File: config.mk
export PLATFORM = sky130hd
export DESIGN_NAME = clk_div_sequencer
export DESIGN_NICKNAME = d
export VERILOG_FILES = /design/src/rtl/clk_div_pkg.sv /design/src/rtl/clk_div_sequencer_stretch.sv /design/src/rtl/clk_div_sequencer.sv
export SDC_FILE = /design/constraint.sdc
export NUM_CORES = 1
export LEC_CHECK = 0
export CAP_MARGIN = 30
export CORE_UTILIZATION = 50
export DETAILED_ROUTE_END_ITERATION = 8
export PLACE_DENSITY = 0.83
export SYNTH_ARGS = -nofsm -noshare
export SYNTH_HDL_FRONTEND = slang
export SYNTH_SLANG_ARGS = --single-unit
File: constraint.sdc
create_clock -name clk_in -period 10 [get_ports clk_in]
set_clock_uncertainty 0.15 [all_clocks]
set_input_delay 2 -clock clk_in [delete_from_list [all_inputs] [get_ports clk_in]]
set_output_delay 2 -clock clk_in [all_outputs]
set_load 0.1 [all_outputs]
File: src/rtl/clk_div_pkg.sv
// Shared types and constants for the programmable clock divider sequencer.
// Holds the FSM state encoding, the minimum legal ratio and the default width.
package clk_div_pkg;

   localparam int DIV_W_DEF = 8;
   localparam int MIN_DIV   = 2;

   typedef enum logic [1:0] {
      STOP     = 2'd0,
      RUN      = 2'd1,
      RUN_PEND = 2'd2
   } seq_state_t;

endpackage

File: src/rtl/clk_div_sequencer_stretch.sv
// Half-cycle stretcher: extends the high phase by half a source cycle for odd N.
// This is the only logic in the divider clocked on the falling edge.
module half_cycle_stretch (
   input  logic clk_in,
   input  logic rst,
   input  logic p,
   input  logic odd,
   input  logic run,
   output logic clk_out
);

   logic n;

   // Delay the phase bit by half a source cycle
   always_ff @(negedge clk_in) begin
      if (rst) n <= 1'b0;
      else     n <= p;
   end

   // The stretch term only ever extends a high phase while the divider runs
   assign clk_out = p | (odd & run & n);

endmodule

File: src/rtl/clk_div_sequencer.sv
// Runtime controller for a programmable 50%-duty clock divider.
// Ratio updates are handshaken and take effect only at a period boundary.
module clk_div_sequencer
   import clk_div_pkg::*;
#(
   parameter int DIV_W       = DIV_W_DEF,
   parameter int DEFAULT_DIV = 3
) (
   input  logic             clk_in,
   input  logic             rst,
   input  logic             en,
   input  logic             cfg_valid,
   input  logic [DIV_W-1:0] cfg_div,
   output logic             cfg_ready,
   output logic             cfg_err,
   output logic [DIV_W-1:0] active_div,
   output logic             clk_out,
   output logic             tick_out
);

   seq_state_t       state;
   seq_state_t       state_nx;
   logic [DIV_W-1:0] cnt;
   logic [DIV_W-1:0] cnt_nx;
   logic [DIV_W-1:0] div_nx;
   logic [DIV_W-1:0] pend;
   logic [DIV_W-1:0] pend_nx;
   logic             p;
   logic             p_nx;
   logic             run_q;
   logic             hs;
   logic             good;
   logic             bnd;

   assign hs   = cfg_valid & cfg_ready;
   assign good = hs & (cfg_div >= DIV_W'(MIN_DIV));
   assign bnd  = (cnt == (active_div - DIV_W'(1)));
   assign p_nx = (state_nx != STOP) && (cnt_nx < (div_nx >> 1));

   // State register
   always_ff @(posedge clk_in) begin
      if (rst) state <= STOP;
      else     state <= state_nx;
   end

   // Next state, counter, ratio and pending-update selection
   always_comb begin
      state_nx = state;
      cnt_nx   = cnt;
      div_nx   = active_div;
      pend_nx  = pend;
      unique case (state)
         STOP: begin
            cnt_nx = '0;
            if (good) div_nx = cfg_div;
            if (en) state_nx = RUN;
         end
         RUN: begin
            if (bnd) begin
               cnt_nx = '0;
               if (!en) begin
                  state_nx = STOP;
                  if (good) div_nx = cfg_div;
               end else if (good) begin
                  pend_nx  = cfg_div;
                  state_nx = RUN_PEND;
               end
            end else begin
               cnt_nx = cnt + DIV_W'(1);
               if (good) begin
                  pend_nx  = cfg_div;
                  state_nx = RUN_PEND;
               end
            end
         end
         RUN_PEND: begin
            if (bnd) begin
               cnt_nx   = '0;
               div_nx   = pend;
               state_nx = en ? RUN : STOP;
            end else begin
               cnt_nx = cnt + DIV_W'(1);
            end
         end
         default: state_nx = STOP;
      endcase
   end

   // Datapath registers: counter, ratio, pending ratio, phase and error pulse
   always_ff @(posedge clk_in) begin
      if (rst) begin
         cnt        <= '0;
         active_div <= DIV_W'(DEFAULT_DIV);
         pend       <= '0;
         p          <= 1'b0;
         run_q      <= 1'b0;
         cfg_err    <= 1'b0;
      end else begin
         cnt        <= cnt_nx;
         active_div <= div_nx;
         pend       <= pend_nx;
         p          <= p_nx;
         run_q      <= (state_nx != STOP);
         cfg_err    <= hs & ~good;
      end
   end

   // Handshake and period tick outputs
   always_comb begin
      cfg_ready = (state != RUN_PEND);
      tick_out  = (state != STOP) && (cnt == '0);
   end

   half_cycle_stretch u_stretch (
      .clk_in  (clk_in),
      .rst     (rst),
      .p       (p),
      .odd     (active_div[0]),
      .run     (run_q),
      .clk_out (clk_out)
   );

endmodule

# Word-level counts from Yosys, hierarchy flattened
# Cells that the tools add are included.
[word_totals]
reg_bits = 30
input_bits = 12
word_cells = 55
[classes]
n_addsub = 2
n_lt_le_gt_ge = 2
eq_ne = 8
n_mux = 17
bitwise = 7
n_reduce_logical = 10
[op_table]
columns = ["operator", "n"]
rows = [
  ["$mux 8", 8],
  ["$pmux 8 s3", 1],
  ["$pmux 8 s2", 1],
  ["$mux 2", 5],
  ["$ne 2x2->1 const B", 5],
  ["$add 8x1->8 const B", 1],
  ["$eq 8x8->1", 1],
  ["$ge 8x2->1 const B", 1],
  ["$logic_not 8->1", 1],
  ["$lt 8x7->1", 1],
  ["$sub 8x1->8 const B", 1],
  ["$pmux 2 s3", 1],
  ["$and 1x1->1", 5],
  ["$reduce_and 4->1", 1],
  ["$reduce_bool 2->1", 2],
  ["$reduce_bool 3->1", 1],
  ["$eq 2x1->1 const B", 1],
  ["$eq 2x2->1 const B", 1],
  ["$logic_and 1x1->1", 2],
  ["$logic_not 2->1", 1],
  ["$reduce_and 2->1", 1],
  ["$reduce_or 2->1", 1],
  ["$mux 1", 1],
  ["$not 1->1", 1],
  ["$or 1x1->1", 1],
]

# Logic depth before layout (Yosys ltp)
# Gate-level depths: netlist (run 1).
[depth]
depth_word = 9
mapped_depth = 18
ltp_nobuf = 15

# By module
# A second synthesis (run 1) with hierarchy kept.
[hier_totals]
hier_cells = 236
area_unflattened_um2 = 1980.6
[by_module_without_submodules]
columns = ["module", "n_inst", "cells_each", "area_each_um2", "seq_area_each_um2"]
rows = [
  ["clk_div_sequencer", 1, 232, 1941.9, 580.6],
  ["half_cycle_stretch", 1, 4, 38.8, 20.0],
]

==> impl_results.md, run 1 <==
* Iteration-0 DRC Markers at 168
* Core area at roughly 4400 µm²
* Total grt overflow at 0
* Worst min path class: reg -> reg
* Number of remaining DRC errors at 0
* I/O Buffers at 23
* FILL cells at 386
* CP Launch Type: flop
* Cell with the most instances after synthesis: dfxtp_1
* Largest area contributor in the netlist: dfxtp_1
* DR vias/cell at 6.20
* Peak VDD IR at 0.0929 mV
* Buf/Inv on CP at 1
* Final GP Congestion at 0.880
* Final cell count without fillers at 334
* Sequential cell area at 601 µm²
* CP required at approximately 7900 ps
* Mapped cell area at ~2300 µm²
* Initial core utilization at between 50% and 60%
* Antenna Nets Post-Route at 0
* # nets final at about 310
* Commonest cells in the netlist: dfxtp_1, nor2_1, ha_1, inv_1, nand2_1
* Async S/R FF share, synth at 0%
* Post-cts gate resize count at 0
* Share of the synthesized area in the top cell type at 26.6%
* Status: finished clean
* Worst setup margin at 955 ps
* H-tree Lvls at 2
* Slew headroom at 35.5%
* Mapped Nets at approximately 290
* Post-Place Cells at 326
* Post CTS Setup Buffer Count at 0
* CP Max Fanout at 1
* Pre-CTS setup slack at 1300 ps
* Fin. Hold Viols at 0
* Worst-Margin Slew at 965 ps
* Hold path cells at 2
* Main flop type after synthesis: dfxtp_1
* Largest net degree at the start of global routing at 29
* WS Path Type: reg -> out
* Max-slew violations at 0
* CTS tree: built
* Synth top area cells: dfxtp_1, ha_1, mux2i_1
* Int Pwr at around 0.25 mW
* Die ar. at 4790 µm²
* Vias in the first global route at about 1,900
* Vias at 2,070
* Pre-antenna DRT Iters at 4
* Avg WL per Cell at about 16 µm
* Worst EP arrival at 6900 ps
* Yosys Warn Count at 0
* Die Y at 69.2 µm
* Net Sw Power at 0.196 mW
* Worst Hold Margin at 351 ps
* Gate power share at between 40 and 50%
* I/O pins at 24
* Num rows at 24
* Reg clk slew, reported paths at about 60 ps
* Leakage power at roughly 0.93 nW
* Sequential Power Share at between 30 and 40%
* Switching share of power at a little over two fifths
* Yosys reg bits at 30
* CTS Hold Bufs at 0
* Post-synth EDFFs at 0
* Total CTS buffers at 5
* Final core occ at about three fifths
* Drt total wl at 5.20 mm
* Clk buf depth at 2
* FF-to-FF path depth at 1
* Register area share after synthesis at 26.6%
* Syn_area_per_cell at 8.43 µm²
* RSZ-0062 raised after global routing: no
* Cells after Synth at 268
* Area Overhead vs Synth at 12.3%
* GRT Util Overall at between 20% and 30%
* Slowest cell delay on critical path at 1120 ps
* Initial antenna violation count at 0
* Final setup fails at 0
* First-pass GRT wire length at 8.83 mm
* Root buffer cell: clkbuf_8
* Multi-input gate area at 1490 µm²
* Maxcap violations at 0
* Critical-path top delay cell: clkdlybuf4s50_1
* Clock power share at 22.2%
* Endpoint type of the worst setup path: output pin
* Sink Count at 30
* Fin Setup TNS at 0 ps
* Critical Path Stages at 2
* Die Width at slightly below 70 µm
* Synth cell types at 62
* Crit path cell chain: a31o_2 -> clkdlybuf4s50_1
* Worst-Skew Late Latency at 280 ps
* Top Family by Delay on Critical Path: buffers and inverters
* Pwr per Cell Area at 177 nW/µm²
* Layout cells sized above 1 at between 8 and 9%
* Post-DP HPWL at 3.95 mm
* Antenna cells at 0
[stage by stage]
step	instance area, µm²	total power, mW
floorplan	2260	0.311
CTS	2540	0.450
global route	2540	0.477
global placement	2450	0.349
finish	2540	0.450
detailed placement	2450	0.351
[flip-flops by register name, summed over array words and instances (netlist names)]
name / flops
u_stretch.n: 1
active_div: 8
state: 2
pend: 8
cnt: 8
p: 1
run_q: 1
cfg_err: 1
[final cells by class]
type	instances	share of cell area, %
clock buffers	6	3.25
clock inverters	3	0.493
inverters	12	1.78
multi-input cells	206	58.6
flip-flops and latches	30	23.7
well taps	52	2.56
repair buffers	25	9.66
[routing by layer]
layer | track usage, % | wire [µm] | vias to the layer above
met5 | 0 | 0 | -
met4 | 10.4 | 134 | 0
met3 | 4.36 | 348 | 12
met2 | 35.9 | 2370 | 78
met1 | 30.7 | 2340 | 967
li1 | - | - | 1013
[logic make-up (layout without fill, tap and decap cells)]
logic type / after synthesis / after routing / synth area share, %
AO/OA/AOI/OAI: 75 / 75 / 24.6
XOR/XNOR: 10 / 10 / 3.88
adder cells (fa/ha/maj): 13 / 13 / 7.20
buffers and inverters: 32 / 46 / 7.64
flip-flops: 30 / 30 / 26.6
multiplexers: 11 / 11 / 4.93
AND/OR/NAND/NOR: 97 / 97 / 25.1
[final timing paths]
| kind | to | slack, ps | startpoint |
|---|---|---|---|
| hold / removal | pend[0]$_SDFFE_PP0P_ | 350 | pend[0]$_SDFFE_PP0P_ |
| setup reg to reg | u_stretch.n$_SDFF_NP0_ | 4350 | p$_SDFF_PP0_ |
| hold reg to reg | pend[0]$_SDFFE_PP0P_ | 350 | pend[0]$_SDFFE_PP0P_ |
| setup / recovery | clk_out | 950 | u_stretch.n$_SDFF_NP0_ |
[placed cells by master (no fill, tap or decap), drive strengths merged, types with 2 or more instances in the layout]
master,n
dfxtp,30
nor2,24
clkdlybuf4s50,23
inv,14
ha,13
o21ai,13
nand2,12
nor3,12
a21oi,11
mux2i,10
nand2b,8
and2,8
nand3,7
xnor2,6
a31oi,6
clkbuf,6
a32oi,5
nor2b,4
o211ai,4
xor2,4
a31o,4
a211oi,4
o21a,4
a32o,4
nor4,4
nor3b,3
o21bai,3
a21o,3
or3,3
and3,3
or4,2
a22o,2
a311oi,2
buf,2
o41ai,2
[worst min-delay path: stages, from the launching register on]
cell     delay (ps)
dfxtp_1         330
mux2i_1          70
nor2_1           70
[power groups by stage]
| stage | registers, mW | clock network, mW | logic [mW] |
|---|---|---|---|
| 2_1_floorplan | 0.165 | 0.00125 | 0.144 |
| 3_3_place_gp | 0.146 | 0.00125 | 0.201 |
| 3_5_place_dp | 0.147 | 0.00125 | 0.203 |
| 4_1_cts | 0.144 | 0.102 | 0.204 |
| 5_1_grt | 0.146 | 0.109 | 0.222 |
| 6_report | 0.145 | 0.0999 | 0.205 |
No activity file was read; power rests on OpenSTA's default activity.
==> run 2, diff against run 1 <==
--- a/config.mk
+++ b/config.mk
@@ -5,7 +5,6 @@
 export SDC_FILE = /design/constraint.sdc
 export NUM_CORES = 1
 export LEC_CHECK = 0
-export CAP_MARGIN = 30
 export CORE_UTILIZATION = 50
 export DETAILED_ROUTE_END_ITERATION = 8
 export PLACE_DENSITY = 0.83
==> results of run 2 <==
No change in the layout: final DEF, timing and power equal those of run 1.
==> run 3, diff against run 2 <==
--- a/config.mk
+++ b/config.mk
@@ -5,6 +5,7 @@
 export SDC_FILE = /design/constraint.sdc
 export NUM_CORES = 1
 export LEC_CHECK = 0
+export CORE_MARGIN = 10
 export CORE_UTILIZATION = 50
 export DETAILED_ROUTE_END_ITERATION = 8
 export PLACE_DENSITY = 0.83
==> impl_results.md, run 3 (synthesis gave the netlist of run 1 again) <==
* Status: finished clean (unchanged)
* CTS tree: built (unchanged)
* RSZ-0062 raised after global routing: no (unchanged)
* HP Start: pend[2]$_SDFFE_PP0P_ (was pend[0]$_SDFFE_PP0P_)
* Worst-Margin Slew at 997 ps (was 965 ps)
* Final GP Congestion at 0.880 (unchanged)
* Antenna Nets Post-Route at 0 (unchanged)
* Area Overhead vs Synth at 11.8% (was 12.3%)
* Worst min path class: reg -> reg (unchanged)
* Commonest non-fill, non-tap cells in the layout: dfxtp_1, nor2_1, clkdlybuf4s50_1 (unchanged)
* Initial antenna violation count at 0 (unchanged)
* Worst EP arrival at 6900 ps (about the same)
* Die Y at 87.2 µm (was 69.2 µm)
* Leakage power at 0.922 nW (was 0.927 nW)
* Fin. Hold Viols at 0 (unchanged)
* CP Launch Type: flop (unchanged)
* Fin Setup TNS at 0 ps (unchanged)
* Vias at 2,083 (was 2,070)
* Vias in the first global route at 1,893 (was 1,853)
* Slew headroom at 33.2% (was 35.5%)
* Iteration-0 DRC Markers at 216 (was 168)
* Number of remaining DRC errors at 0 (unchanged)
* CP required at 7850 ps (about the same)
* CP Max Fanout at 1 (unchanged)
* # nets final at 306 (unchanged)
* Post-DP HPWL at 4.19 mm (was 3.95 mm)
* Num rows at 24 (unchanged)
* Worst reg2reg startpoint: p$_SDFF_PP0_ (unchanged)
* Pre-CTS setup slack at 1290 ps (was 1300 ps)
* Max-slew violations at 0 (unchanged)
* Maxcap violations at 0 (unchanged)
* Total power at 0.446 mW (was 0.450 mW)
* Dpl cell area at 2450 µm² (unchanged)
* Final cell count without fillers at 334 (unchanged)
* Pre-antenna DRT Iters at 4 (unchanged)
* Die Width at 87.2 µm (was 69.2 µm)
* Worst setup margin at 947 ps (was 955 ps)
* Worst setup path startpoint: u_stretch.n$_SDFF_NP0_ (unchanged)
* Commonest non-fill, non-tap cell in the layout: dfxtp_1 (unchanged)
* CTS Hold Bufs at 0 (unchanged)
* DR vias/cell at 6.24 (was 6.20)
* Endpoint type of the worst setup path: output pin (unchanged)
* I/O pins at 24 (unchanged)
* Peak VDD IR at 0.0804 mV (was 0.0929 mV)
* Largest net degree at the start of global routing at 29 (unchanged)
* Worst-Skew Late Latency at 290 ps (was 280 ps)
* Avg WL per Cell at 16.6 µm (was 15.6 µm)
* Core area at 4350 µm² (unchanged)
* Top flop regs: active_div: 8 flops, cnt: 8 flops, pend: 8 flops (unchanged)
* Pwr per Cell Area at 177 nW/µm² (about the same)
* Total grt overflow at 0 (unchanged)
* Initial core utilization at 51.9% (unchanged)
* Layout cells sized above 1 at 7.80% (was 8.51%)
* First-pass GRT wire length at 9.25 mm (was 8.83 mm)
* Clk buf depth at 2 (unchanged)
* Post-cts gate resize count at 0 (unchanged)
* Post-Place Cells at 326 (unchanged)
* Final setup fails at 0 (unchanged)
* Drt total wl at 5.55 mm (was 5.20 mm)
* H-tree Lvls at 2 (unchanged)
* Die ar. at 7610 µm² (was 4790 µm²)
* Final core occ at 58.0% (was 58.3%)
* Sink Count at 30 (unchanged)
* Antenna cells at 0 (unchanged)
* Total CTS buffers at 5 (unchanged)
* Design area at 2530 µm² (was 2540 µm²)
* Root buffer cell: clkbuf_8 (unchanged)
* Worst Hold Margin at 354 ps (was 351 ps)
* WS Path Type: reg -> out (unchanged)
* I/O Buffers at 23 (unchanged)
* Post CTS Setup Buffer Count at 0 (unchanged)
* Reg clk slew, reported paths at 60 ps (about the same)
* GRT Util Overall at 15.0% (was 23.0%)
## run 3: cell types whose count changed in the layout (fill, tap and decap cells not counted), sizes merged
cell,before,now
clkinv,1,0
inv,14,15
## run 3: worst max-delay path, stage by stage (launching register included)
cell and delay, ps:
dfxtp_1 300, a31o_2 140, clkdlybuf4s50_1 1120
## run 3: final timing paths
| check | endpoint | slack, ps | cells past startpoint |
|---|---|---|---|
| worst max-delay path | clk_out | 950 | 2 |
| worst min-delay path | pend[2]$_SDFFE_PP0P_ | 350 | 2 |
| worst max register to register | u_stretch.n$_SDFF_NP0_ | 4350 | 1 |
| worst min register to register | pend[2]$_SDFFE_PP0P_ | 350 | 2 |
## run 3: layer usage
layer / part of all wire [%] / GRT usage, %
met1: 45 / 19.4
met2: 45 / 23.1
met3: 7.7 / 4.40
met4: 1.6 / 5.51
met5: 0 / 0
## run 3: area by class of cell
cell class                 instances  area, µm²
inverter                          12       45.0
clock inverter                     3       11.3
fill                             382       1830
tap                               52       65.1
clock buffer                       6       72.6
timing repair buffer              25        245
sequential                        30        601
multi-input combinational        206       1490
## run 3: power breakdown
part           internal, mW  total (mW)  switching, mW
Combinational        0.0686       0.207          0.139
Clock                0.0478      0.0947         0.0469
Sequential            0.131       0.145         0.0140
Total                 0.247       0.446          0.199
